File: src/rtl/chrono_lap_logger.sv
// Chronometer: up/down tick counter with lap logging to an external memory
// and lap recall over a read handshake.
//
// Ports:
//   clk, rst                      clock, synchronous active-high reset
//   start_d/stop_d/lap_d/restart_d  one-hot commands (other mixes ignored)
//   down_mode, preset             countdown mode and start value
//   recall_req, recall_idx        lap read-back request
//   value, running, expired       count state
//   lap_count                     stored laps, saturating at LAP_DEPTH
//   wr_en/wr_addr/wr_data         lap memory write port
//   rd_en/rd_addr/rd_data/rd_done lap memory read handshake
//   recall_valid/err/data         recall result
module chrono_lap_logger #(
  parameter int TICK_DIV  = 5000000,
  parameter int CNT_W     = 16,
  parameter int ADDR_SIZE = 10,
  parameter int DATA_SIZE = 16,
  parameter int LAP_DEPTH = 1024
) (
  input  logic                 clk,
  input  logic                 rst,
  input  logic                 start_d,
  input  logic                 stop_d,
  input  logic                 lap_d,
  input  logic                 restart_d,
  input  logic                 down_mode,
  input  logic [CNT_W-1:0]     preset,
  input  logic                 recall_req,
  input  logic [ADDR_SIZE-1:0] recall_idx,
  output logic [CNT_W-1:0]     value,
  output logic                 running,
  output logic                 expired,
  output logic [ADDR_SIZE:0]   lap_count,
  output logic                 wr_en,
  output logic [ADDR_SIZE-1:0] wr_addr,
  output logic [DATA_SIZE-1:0] wr_data,
  output logic                 rd_en,
  output logic [ADDR_SIZE-1:0] rd_addr,
  input  logic [DATA_SIZE-1:0] rd_data,
  input  logic                 rd_done,
  output logic                 recall_valid,
  output logic                 recall_err,
  output logic [DATA_SIZE-1:0] recall_data
);

  localparam int PW = (TICK_DIV > 1) ? $clog2(TICK_DIV) : 1;
  localparam logic [PW-1:0] P_LAST =
    PW'(TICK_DIV - 1);
  localparam logic [ADDR_SIZE-1:0] A_LAST =
    ADDR_SIZE'(LAP_DEPTH - 1);
  localparam logic [ADDR_SIZE:0] C_FULL =
    (ADDR_SIZE + 1)'(LAP_DEPTH);

  typedef enum logic [1:0] {
    S_IDLE,
    S_RUN,
    S_PAUSE,
    S_RECALL
  } state_t;

  state_t state;
  state_t ret_state;

  logic                 down;
  logic [PW-1:0]        presc;
  logic [ADDR_SIZE-1:0] ptr;

  logic cmd_ok;
  logic go;
  logic halt;
  logic lap;
  logic clr;
  logic tick;
  logic lap_ok;
  logic recall_bad;

  logic [CNT_W-1:0]     val_dn;
  logic [ADDR_SIZE-1:0] ptr_nxt;
  logic [ADDR_SIZE:0]   cnt_nxt;

  assign cmd_ok = $onehot({start_d, stop_d, lap_d, restart_d});
  assign go     = cmd_ok & start_d;
  assign halt   = cmd_ok & stop_d;
  assign lap    = cmd_ok & lap_d;
  assign clr    = cmd_ok & restart_d;

  assign tick   = (presc == P_LAST);
  assign lap_ok = lap &&
    (state == S_RUN || state == S_PAUSE);

  assign val_dn  = value - CNT_W'(1);
  assign ptr_nxt = (ptr == A_LAST) ? '0
                 : ptr + ADDR_SIZE'(1);
  assign cnt_nxt = (lap_count == C_FULL) ? lap_count
                 : lap_count + (ADDR_SIZE + 1)'(1);

  assign recall_bad = ({1'b0, recall_idx} >= lap_count);

  always_ff @(posedge clk) begin
    if (rst) begin
      state        <= S_IDLE;
      ret_state    <= S_IDLE;
      down         <= 1'b0;
      presc        <= '0;
      ptr          <= '0;
      value        <= '0;
      running      <= 1'b0;
      expired      <= 1'b0;
      lap_count    <= '0;
      wr_en        <= 1'b0;
      wr_addr      <= '0;
      wr_data      <= '0;
      rd_en        <= 1'b0;
      rd_addr      <= '0;
      recall_valid <= 1'b0;
      recall_err   <= 1'b0;
      recall_data  <= '0;
    end else begin
      wr_en        <= 1'b0;
      recall_valid <= 1'b0;
      recall_err   <= 1'b0;
      if (clr) begin
        state     <= S_IDLE;
        running   <= 1'b0;
        value     <= '0;
        expired   <= 1'b0;
        ptr       <= '0;
        lap_count <= '0;
        presc     <= '0;
        rd_en     <= 1'b0;
      end else begin
        // Logged value is the register before any tick on this edge.
        if (lap_ok) begin
          wr_en     <= 1'b1;
          wr_addr   <= ptr;
          wr_data   <= DATA_SIZE'(value);
          ptr       <= ptr_nxt;
          lap_count <= cnt_nxt;
        end
        unique case (state)
          S_IDLE: begin
            if (go) begin
              presc <= '0;
              down  <= down_mode;
              value <= down_mode ? preset : '0;
              if (down_mode && preset == '0) begin
                expired <= 1'b1;
                state   <= S_PAUSE;
              end else begin
                running <= 1'b1;
                state   <= S_RUN;
              end
            end else if (recall_req) begin
              if (recall_bad) begin
                recall_err <= 1'b1;
              end else begin
                rd_addr   <= recall_idx;
                rd_en     <= 1'b1;
                ret_state <= S_IDLE;
                state     <= S_RECALL;
              end
            end
          end
          S_RUN: begin
            // Stop freezes the prescaler on the edge it is taken.
            if (halt) begin
              running <= 1'b0;
              state   <= S_PAUSE;
            end else begin
              presc <= tick ? '0 : presc + PW'(1);
              if (tick) begin
                if (down) begin
                  value <= val_dn;
                  if (val_dn == '0) begin
                    expired <= 1'b1;
                    running <= 1'b0;
                    state   <= S_PAUSE;
                  end
                end else begin
                  value <= value + CNT_W'(1);
                end
              end
            end
          end
          S_PAUSE: begin
            if (go && !expired) begin
              running <= 1'b1;
              state   <= S_RUN;
            end else if (recall_req && !lap) begin
              if (recall_bad) begin
                recall_err <= 1'b1;
              end else begin
                rd_addr   <= recall_idx;
                rd_en     <= 1'b1;
                ret_state <= S_PAUSE;
                state     <= S_RECALL;
              end
            end
          end
          S_RECALL: begin
            if (rd_done) begin
              recall_data  <= rd_data;
              recall_valid <= 1'b1;
              rd_en        <= 1'b0;
              state        <= ret_state;
            end
          end
          default: state <= S_IDLE;
        endcase
      end
    end
  end

endmodule

File: config.mk
export PLATFORM = sky130hd
export DESIGN_NAME = chrono_lap_logger
export DESIGN_NICKNAME = d
export VERILOG_FILES = /design/src/rtl/chrono_lap_logger.sv
export SDC_FILE = /design/constraint.sdc
export NUM_CORES = 1
export LEC_CHECK = 0
export CAP_MARGIN = 0
export CORE_MARGIN = 3
export CORE_UTILIZATION = 35
export CTS_CLUSTER_DIAMETER = 30
export DETAILED_ROUTE_END_ITERATION = 8
export PLACE_DENSITY = 0.69
export SLEW_MARGIN = 25
export SYNTH_ARGS = -nofsm -noshare
export SYNTH_HDL_FRONTEND = slang
export SYNTH_SLANG_ARGS = --single-unit
File: constraint.sdc
create_clock -name clk -period 4.7 [get_ports clk]
set_input_delay 1.41 -clock clk [delete_from_list [all_inputs] [get_ports clk]]
set_output_delay 1.41 -clock clk [all_outputs]
set_load 0.02 [all_outputs]
# Word level (Yosys, flattened, before mapping)
# Index checks and enable logic that the tools add are counted.
[classes] add_sub_neg=8 n_bitwise=7 order_cmp=1 n_eq_ne=27 mux=66 n_reduce_logical=28
[op_table] operator="$mux 16" count=5
[op_table] operator="$mux 23" count=3
[op_table] operator="$mux 10" count=6
[op_table] operator="$pmux 23 s2" count=1
[op_table] operator="$mux 2" count=17
[op_table] operator="$logic_not 16->1" count=2
[op_table] operator="$pmux 16 s2" count=1
[op_table] operator="$mux 1" count=26
[op_table] operator="$ne 2x2->1 const B" count=12
[op_table] operator="$add 23x1->23 const B" count=1
[op_table] operator="$eq 23x23->1 const B" count=1
[op_table] operator="$pmux 10 s2" count=1
[op_table] operator="$reduce_and 6->1" count=3
[op_table] operator="$add 16x1->16 const B" count=1
[op_table] operator="$sub 16x1->16 const B" count=1
[op_table] operator="$reduce_and 7->1" count=2
[op_table] operator="$add 11x1->11 const B" count=1
[op_table] operator="$eq 11x11->1 const B" count=1
[op_table] operator="$ge 10x11->1" count=1
[op_table] operator="$add 10x1->10 const B" count=1
[op_table] operator="$eq 10x10->1 const B" count=1
[op_table] operator="$ne 3x3->1 const B" count=3
[op_table] operator="$reduce_and 3->1" count=3
[op_table] operator="$pmux 2 s4" count=1
[op_table] operator="other kinds (24)" count=42
[word_totals] out_inout_bits=85 register_bits=123 input_bits=51

# Longest topological paths before layout
# Gate-level depths: netlist of run 1.
[depth] word_depth=9 depth_mapped=15

# Least setup slack after synthesis of run 1
# No wires, ideal clock.
[synth_timing] kind="input to register" startpoint="input restart_d" endpoint="register value[10]" stages=14 t_arrival_ps=4151 required_time_ps=4572 setup_slack_ps=421 setup_time_ps=128 path_cell_list="buf_6 -> inv_1 -> fa_1 -> inv_1 -> ha_1 -> ha_1 -> and4bb_2 -> mux2i_1 -> o221ai_2 -> a21boi_1 -> buf_2 -> o21ai_0 -> a22oi_1 -> nor2_1"
[synth_via] elab_chain_len=6
[synth_lines] element="from (decl)" line="26" source="input logic restart_d,"
[synth_lines] element="$add 1x1->2 (implied by the code)" line="82" source="assign cmd_ok = $onehot({start_d, stop_d, lap_d, restart_d});"
[synth_lines] element="$add 2x2->3 (implied by the code)" line="82"
[synth_lines] element="$eq 3x1->1" line="82"
[synth_lines] element="$and 1x1->1, on equally long branches" line="84, 83"
[synth_lines] element="$ne 2x2->1 (no line)"
[synth_lines] element="$reduce_and 4->1 (no line)"
[synth_lines] element="to (signal assigned)" line="146" source="value <= down_mode ? preset : '0;"
[synth_lines] element="to (signal assigned)" line="174" source="value <= val_dn;"
[synth_lines] element="to (signal assigned)" line="181" source="value <= value + CNT_W'(1);"
[synth_lines] element="to (decl)" line="31" source="output logic [CNT_W-1:0] value,"
# Several ways; a longest one is shown, not always the timed one.
# A chain may end at the register's enable or synchronous reset.

# Final worst setup path of run 1
[layout_timing] startpoint="input start_d" endpoint="register lap_count[9]"
[layout_via] elab_chain_len=6
[layout_lines] element="from (decl)" line="23" source="input logic start_d,"
[layout_lines] element="$add 1x1->2 (implied by the code) *" line="82"
[layout_lines] element="$add 2x2->3 (implied by the code) *" line="82"
[layout_lines] element="$eq 3x1->1 *" line="82"
[layout_lines] element="$and 1x1->1" line="85" source="assign lap = cmd_ok & lap_d;"
[layout_lines] element="$logic_and 1x1->1" line="89" source="assign lap_ok = lap &&"
[layout_lines] element="$reduce_and 2->1 (no line)"
[layout_lines] element="to (signal assigned)" line="139" source="lap_count <= cnt_nxt;"
[layout_lines] element="to (decl)" line="34" source="output logic [ADDR_SIZE:0] lap_count,"
# Mark *: on every way between the ends. The rest lies on a longest branch, timed or not.

==> flow_summary.ini, run 1 <==
[cells_and_area]
multiInputGateArea_um2 = 3630
syn2layout_area_growth_pct = 35.7
final_common_cell = nand2_1
seqCellArea_um2 = 2440
fin_cells = 1196
mostFrequentLayoutCells = nand2_1, clkdlybuf4s50_1, dfxtp_1
nets = 1034
layout-drive-gt1-share_pct = 8.75
n_antenna_cell = 0
nFillCells = 1730

[grt]
grt_start_max_net_pins = 44
grt_usage_pct = 18.6
grt_pass1_vias = 5928
grt_pass1_wl_mm = 30.4
antenna_found_initial = 0
grt_remaining_overflow = 0

[yosys]
ys_types = 77
ys_ff_latch = 122
synth_edf_count = 0
synth_nets = 894
syn_inst = 818
yosys-top-cells-area = dfxtp_1, nand2_1, a21oi_1, nor2_1, ha_1
synth_top_area_cell = dfxtp_1
yosys.area.top_type_share_pct = 38.0
async_flop_share_pct = 0
synth_area_per_cell_um2 = 7.86
ys_warn_count = 0
synth_ff_type = dfxtp_1
ys_seq_area_share_pct = 38.0
netlist_area_um2 = 6430

[floorplan]
initial_core_util_pct = 36.4
die_width_um = 142
io_pins = 136
rows = 48
fp.dieArea_um2 = 20000
fp.coreArea_um2 = 17700
die_y_um = 142

[job]
timing.max_cap.violations = 0

[routing]
antenna_left = 0
wl_mm = 19.0
num_vias = 6227
drc = 0
drt-initial-drc-count = 321
wire_per_inst_um = 15.9
viasPerCell = 5.21
dr.pass1.iters = 5

[hold_path]
holdCritStartpoint = wr_addr[8]$_SDFFE_PP0P_
hp-class = reg2reg
min_delay_path_depth = 2
min_to = wr_addr[8]$_SDFFE_PP0P_

[pwr]
vdd_drop_max_uv = 285
leakage_nw = 3.02
p_per_area_nw_per_um2 = 447

[timing]
finalCritPeriodShare_pct = 94.1
rsz0062_at_grt = no
postLayoutSetupSlackWorst_ps = 276
setup_violations = 0
worst_pin_slew_ps = 794
clock_skew_ps = 13.7
fin_crit_ps = 4420
final-max-slew-violation-count = 0
max_freq_mhz = 226
max_slew_margin_pct = 47.0
hold_violations = 0

[place]
gp_congestion = 0.905
port_buffers = 135
place_hpwl_mm = 13.6
placed_cells = 1164
place_ws_ps = -148

[setup_path]
crit_path_end_kind = flop
start_kind = primary input
crit_required_ps = 5040
path_class = in2reg
r2r_setup_slack_ps = 1830
regToRegStartpoint = value[0]$_SDFFE_PP0P_
critPathMaxFanout = 5
reg2regPathDepth = 9
worst_r2r_endpoint = state[0]$_SDFFE_PP0P_
cp.arrival_ps = 4770

[cts]
cts_tree = yes
htreeDepth = 4
cts_sinks = 122
numCtsBuffers = 17
clkSlewWorstSetupHoldPaths_ps = 60
cts-resized-gates = 0
cts-root-buf = clkbuf_16
cts_buffer_depth = 2
hold_buffers = 0
post-cts-setup-buffer-count = 0
worst_skew_pair.late_latency_ps = 420

[status]
outcome = complete, no violations
synthesized netlist by cell type (all sizes together) (6+ instances only):
cell,n
nand2,143
dfxtp,122
nor2,88
a21oi,80
clkbuf,37
o21ai,36
xnor2,32
inv,29
nand3,27
ha,24
nor3,19
nor4,19
nand4,17
mux2i,15
buf,12
xor2,11
and3,9
or3,8
a31oi,6
through the flow:
step	cell area, um2	setup TNS, ps	power (mW)	util, %	hold WS [ps]
2_1_floorplan	6430	0	2.18	-	446
3_3_place_gp	8140	-64.6	2.62	46.1	442
3_5_place_dp	8140	-1730	2.63	46.1	446
4_1_cts	8720	0	3.92	49.4	453
5_1_grt	8720	0	4.11	49.4	472
6_report	8720	0	3.90	49.4	452
logic make-up (layout without fill, tap and decap cells):
group / Yosys count / count (layout) / synth area share [%]
flops: 122 / 122 / 38.0
compound gates: 174 / 174 / 16.6
buf+inv: 78 / 231 / 5.65
xor+xnor: 43 / 43 / 5.86
mux: 15 / 15 / 2.34
simple gates: 361 / 361 / 26.6
fa+ha+maj: 25 / 25 / 4.98
routing by layer:
layer | up-vias | wire, um | track usage (%)
li1 | 3135 | - | -
met1 | 2886 | 8470 | 24.2
met2 | 178 | 8790 | 29.8
met3 | 28 | 1360 | 5.76
met4 | 0 | 387 | 5.61
met5 | - | 0 | 0
flip-flops by register name, indices dropped and copies added, names as in the netlist:
register	count
wr_addr	10
recall_err	1
presc	23
ptr	10
lap_count	11
expired	1
down	1
state	2
ret_state	1
rd_en	1
recall_data	16
wr_en	1
recall_valid	1
rd_addr	10
value	16
wr_data	16
running	1
power breakdown:
group          leakage [nW]  internal [mW]  switching, mW
Combinational          1.76          0.606          0.772
Clock                 0.267          0.777          0.498
Sequential            0.985           1.11          0.138
worst max-delay path, stage by stage:
cell	delay, ps
clkdlybuf4s50_1	510
inv_1	80
fa_1	530
inv_1	40
ha_1	170
ha_1	300
nor3b_1	280
buf_4	190
and3_1	180
nand2_1	70
or4_1	500
or3_1	380
a21oi_1	140
cell type report:
class	count	share of cell area [%]
Multi-Input combinational cell	618	41.6
Sequential cell	122	28.0
Timing Repair Buffer	170	19.3
Clock buffer	17	4.88
Tap cell	225	3.23
Clock inverter	15	1.74
Inverter	29	1.25
how the worst max path moves through the flow:
| stage | start | endpoint | cells past startpoint |
|---|---|---|---|
| after global placement | start_d | lap_count[7]$_SDFFE_PP0P_ | 14 |
| after detailed placement | start_d | lap_count[9]$_SDFFE_PP0P_ | 13 |
| after global routing | start_d | lap_count[9]$_SDFFE_PP0P_ | 13 |
| final | start_d | lap_count[9]$_SDFFE_PP0P_ | 13 |
| after CTS | start_d | lap_count[9]$_SDFFE_PP0P_ | 13 |
| after floorplan | restart_d | value[10]$_SDFFE_PP0P_ | 14 |
No activity file was read; power rests on OpenSTA's default activity.
==> inputs of run 2 (changes only) <==
--- a/config.mk
+++ b/config.mk
@@ -6,10 +6,11 @@
 export NUM_CORES = 1
 export LEC_CHECK = 0
 export CAP_MARGIN = 0
-export CORE_MARGIN = 3
+export CORE_MARGIN = 2
 export CORE_UTILIZATION = 35
 export CTS_CLUSTER_DIAMETER = 30
 export DETAILED_ROUTE_END_ITERATION = 8
+export HOLD_SLACK_MARGIN = 0.12
 export PLACE_DENSITY = 0.69
 export SLEW_MARGIN = 25
 export SYNTH_ARGS = -nofsm -noshare
==> flow_summary.ini, run 2 (same netlist as run 1, synthesis figures left out) <==
[place]
place_hpwl_mm = 13.3
port_buffers = 135
place_ws_ps = 10.3
placed_cells = 1164
dpl_cell_area_um2 = 8090
gp_congestion = 0.957

[pwr]
p_sw_mw = 1.35
p_per_area_nw_per_um2 = 450
p_int_mw = 2.57
power_frac_comb_pct = 34.2
total_power_mw = 3.91
leakage_nw = 3.03
vdd_drop_max_uv = 309
seqPwrFrac_pct = 31.8
clockPowerShare_pct = 33.9
swShare_pct = 34.4

[timing]
setup_violations = 0
fin_crit_ps = 4300
finalCritPeriodShare_pct = 91.5
final-max-slew-violation-count = 0
tns_ps = 0
max_slew_margin_pct = 51.3
hold_violations = 0
holdWs_ps = 451
clock_skew_ps = 11.0
postLayoutSetupSlackWorst_ps = 402
max_freq_mhz = 233
rsz0062_at_grt = no
worst_pin_slew_ps = 730

[cells_and_area]
layout-drive-gt1-share_pct = 8.27
n_antenna_cell = 0
fin_util_pct = 48.5
mostFrequentLayoutCells = nand2_1, clkdlybuf4s50_1, dfxtp_1
final_common_cell = nand2_1
stdcell_area_um2 = 8700
top_register = presc
largest_register_ffs = 23
nets = 1030
fin_cells = 1196
nFillCells = 1769
syn2layout_area_growth_pct = 35.5

[grt]
antenna_found_initial = 0
grt_usage_pct = 19.1
grt_pass1_vias = 5897
grt_remaining_overflow = 0
grt_pass1_wl_mm = 30.3
grt_start_max_net_pins = 38

[job]
timing.max_cap.violations = 0

[cts]
cts_buffer_depth = 2
htreeDepth = 4
hold_buffers = 0
post-cts-setup-buffer-count = 0
cts_tree = yes
cts-root-buf = clkbuf_16
worst_skew_pair.late_latency_ps = 420
cts-resized-gates = 0
cts_sinks = 122
clkSlewWorstSetupHoldPaths_ps = 60
numCtsBuffers = 17

[setup_path]
regToRegStartpoint = lap_count[5]$_SDFFE_PP0P_
critPathLaunch = stop_d
critPathMaxFanout = 7
start_kind = primary input
crit_required_ps = 5010
crit_path_end_kind = flop
path_class = in2reg
cp.arrival_ps = 4610

[routing]
num_vias = 6287
dr.pass1.iters = 5
viasPerCell = 5.26
wire_per_inst_um = 15.3
drc = 0
wl_mm = 18.3
antenna_left = 0
drt-initial-drc-count = 590

[floorplan]
rows = 49
fp.coreArea_um2 = 18000
fp.dieArea_um2 = 19500
die_y_um = 140
die_width_um = 140
io_pins = 136
initial_core_util_pct = 35.8

[status]
outcome = complete, no violations

[hold_path]
holdCritStartpoint = wr_data[10]$_SDFFE_PP0P_
hp-class = reg2reg
## run 2: cell count changes in the layout (fill, tap and decap cells not counted), moves of 2 or more
| cell | before | now |
|---|---|---|
| clkinvlp_4 | 6 | 0 |
| buf_4 | 29 | 27 |
| clkinv_4 | 2 | 0 |
| buf_12 | 6 | 4 |
| clkbuf_8 | 0 | 7 |
## run 2: layout make-up
type                            instances  area [um2]  area share [%]
Inverter                               29         109            1.25
Clock inverter                          7        85.1           0.977
Multi-Input combinational cell        618        3630            41.7
Timing Repair Buffer                  166        1630            18.7
Tap cell                              229         287            3.29
Clock buffer                           25         526            6.04
Sequential cell                       122        2440            28.1
## run 2: worst paths after layout
path	endpoint	cells past startpoint	slack, ps
worst max register to register	rd_addr[2]$_SDFFE_PP0P_	9	1770
worst max-delay path	presc[20]$_SDFFE_PP0P_	14	400
worst min-delay path	wr_data[10]$_SDFFE_PP0P_	2	450
worst min register to register	wr_data[10]$_SDFFE_PP0P_	2	450
## run 2: metal layers
layer	share of wire, %	wire, um	vias up	GRT usage [%]
li1	-	-	3125	-
met1	44	8080	2893	25.7
met2	46	8350	238	29.0
met3	8.5	1570	31	5.54
met4	1.8	325	0	7.07
met5	0	0	-	0
## run 2: worst max-delay path: stages
cell and delay (ps):
clkdlybuf4s50_1 510, inv_1 70, fa_1 500, inv_1 40
ha_1 170, ha_1 310, and4bb_2 360, mux2i_1 110
o221ai_2 190, buf_4 170, nand2_1 160, nor4b_1 400
xnor2_1 160, nor2_1 50
## run 2: power groups by stage
stage / Clock [mW] / Sequential [mW] / Combinational (mW)
after CTS: 1.36 / 1.24 / 1.34
after detailed placement: 0 / 1.26 / 1.33
after global routing: 1.40 / 1.26 / 1.47
after global placement: 0 / 1.26 / 1.32
after floorplan: 0 / 1.25 / 0.931
final: 1.33 / 1.25 / 1.34
==> inputs of run 3 (changes only) <==
--- a/config.mk
+++ b/config.mk
@@ -10,8 +10,9 @@
 export CORE_UTILIZATION = 35
 export CTS_CLUSTER_DIAMETER = 30
 export DETAILED_ROUTE_END_ITERATION = 8
+export DONT_BUFFER_PORTS = 1
 export HOLD_SLACK_MARGIN = 0.12
-export PLACE_DENSITY = 0.69
+export PLACE_DENSITY = 0.6
 export SLEW_MARGIN = 25
 export SYNTH_ARGS = -nofsm -noshare
 export SYNTH_HDL_FRONTEND = slang
==> flow_summary.ini, run 3 (same netlist as run 1, synthesis figures left out) <==
[setup_path]
path_class = in2reg
critPathMaxFanout = 10
critPathMaxStageDelay_ps = 530
crit_path_end_kind = flop
path_buf_inv = 2
crit_chain = inv_1, fa_1, inv_1, ha_1, ha_1, and4bb_2, mux2i_1, o221ai_2, nand2_1, nor4b_1, xnor2_1, nor2_1
cpMaxStageDelayCell = fa_1
start_kind = primary input
cp.arrival_ps = 4320
cp_top_family = simple AND/OR/NAND/NOR gates
crit_required_ps = 5010

[routing]
dr.pass1.iters = 5
viasPerCell = 5.40
antenna_left = 0
drc = 0
wire_per_inst_um = 16.7
wl_mm = 17.3
num_vias = 5621
drt-initial-drc-count = 331

[cells_and_area]
layout-drive-gt1-share_pct = 7.15
top_register = presc
largest_register_ffs = 23
mostFrequentLayoutCells = nand2_1, dfxtp_1, nor2_1
syn2layout_area_growth_pct = 11.4
nets = 876
n_antenna_cell = 0
final_common_cell = nand2_1

[place]
place_hpwl_mm = 12.4
port_buffers = 0
gp_congestion = 0.902

[pwr]
seqPwrFrac_pct = 36.3
power_frac_comb_pct = 28.4
vdd_drop_max_uv = 340
leakage_nw = 2.42
p_sw_mw = 1.30
clockPowerShare_pct = 35.3
p_per_area_nw_per_um2 = 513
p_int_mw = 2.37
swShare_pct = 35.4

[timing]
worst_pin_slew_ps = 776
final-max-slew-violation-count = 0
hold_violations = 0
rsz0062_at_grt = no
holdWs_ps = 475
max_slew_margin_pct = 48.2
tns_ps = 0
clock_skew_ps = 8.36
max_freq_mhz = 250
finalCritPeriodShare_pct = 85.2
setup_violations = 0
fin_crit_ps = 4010

[floorplan]
rows = 49
fp.dieArea_um2 = 19500
die_width_um = 140
fp.coreArea_um2 = 18000
initial_core_util_pct = 35.8
die_y_um = 140
io_pins = 136

[cts]
numCtsBuffers = 17
cts_buffer_depth = 2
cts-resized-gates = 0
cts-root-buf = clkbuf_16
cts_tree = yes
cts_sinks = 122
post-cts-setup-buffer-count = 0
htreeDepth = 4
hold_buffers = 0
worst_skew_pair.late_latency_ps = 420
clkSlewWorstSetupHoldPaths_ps = 60

[grt]
grt_usage_pct = 17.8
antenna_found_initial = 1
grt_pass1_vias = 5279
grt_pass1_wl_mm = 28.0
grt_remaining_overflow = 0
grt_start_max_net_pins = 57

[job]
timing.max_cap.violations = 0

[status]
outcome = complete, no violations

[hold_path]
hp-class = reg2reg
run 3: cell types whose count changed in the layout (fill, tap and decap cells not counted), sizes merged:
| cell | change |
|---|---|
| clkdlybuf4s50 | -134 |
| buf | -20 |
| clkbuf | -2 |
| clkinv | -2 |
| clkinvlp | +2 |
run 3: per-stage QoR:
stage | util (%) | cells | area (um2) | power, mW | worst slack [ps]
floorplan | - | 818 | 6430 | 2.18 | 421
finish | 39.8 | 1040 | 7160 | 3.67 | 695
global route | 39.8 | 1040 | 7160 | 3.89 | 441
CTS | 39.8 | 1040 | 7160 | 3.69 | 659
detailed placement | 36.6 | 1010 | 6570 | 2.39 | 225
global placement | 36.5 | 1010 | 6560 | 2.39 | 316
run 3: worst register-to-register path: stages, from the launching register on:
cell,delay [ps]
dfxtp_1,530
inv_1,140
ha_1,310
or4b_1,670
xnor2_1,230
o2111ai_1,140
nor4_2,240
a41oi_1,230
o21ba_1,260
o221a_1,160
run 3: power groups by stage:
| stage | combinational (mW) | clock, mW | sequential, mW |
|---|---|---|---|
| 3_5_place_dp | 1.04 | 0 | 1.35 |
| 4_1_cts | 1.04 | 1.32 | 1.33 |
| 2_1_floorplan | 0.931 | 0 | 1.25 |
| 3_3_place_gp | 1.03 | 0 | 1.36 |
| 5_1_grt | 1.18 | 1.37 | 1.35 |
| 6_report | 1.04 | 1.30 | 1.33 |
run 3: final cells by class:
cell class / instances / area [um2]
flip-flops and latches: 122 / 2440
inverters: 29 / 109
fillers: 1862 / 10800
multi-input cells: 618 / 3630
clock inverters: 7 / 90.1
repair buffers: 12 / 103
clock buffers: 23 / 498
well taps: 229 / 287
run 3: worst paths after layout:
path / endpoint / depth (start not counted) / from / slack (ps)
max reg2reg: state[1]$_SDFFE_PP0P_ / 9 / value[0]$_SDFFE_PP0P_ / 1730
min reg2reg: wr_addr[3]$_SDFFE_PP0P_ / 2 / ptr[3]$_SDFFE_PP0P_ / 470
max: presc[20]$_SDFFE_PP0P_ / 12 / start_d / 690
min: wr_addr[3]$_SDFFE_PP0P_ / 2 / ptr[3]$_SDFFE_PP0P_ / 470
run 3: layer usage:
layer  vias up  global-route usage (%)  share of wire, %
li1       2825                       -                 -
met1      2578                    22.4                44
met2       197                    27.9                46
met3        19                    7.50               9.5
met4         2                    5.64               1.2
met5         -                       0             0.075
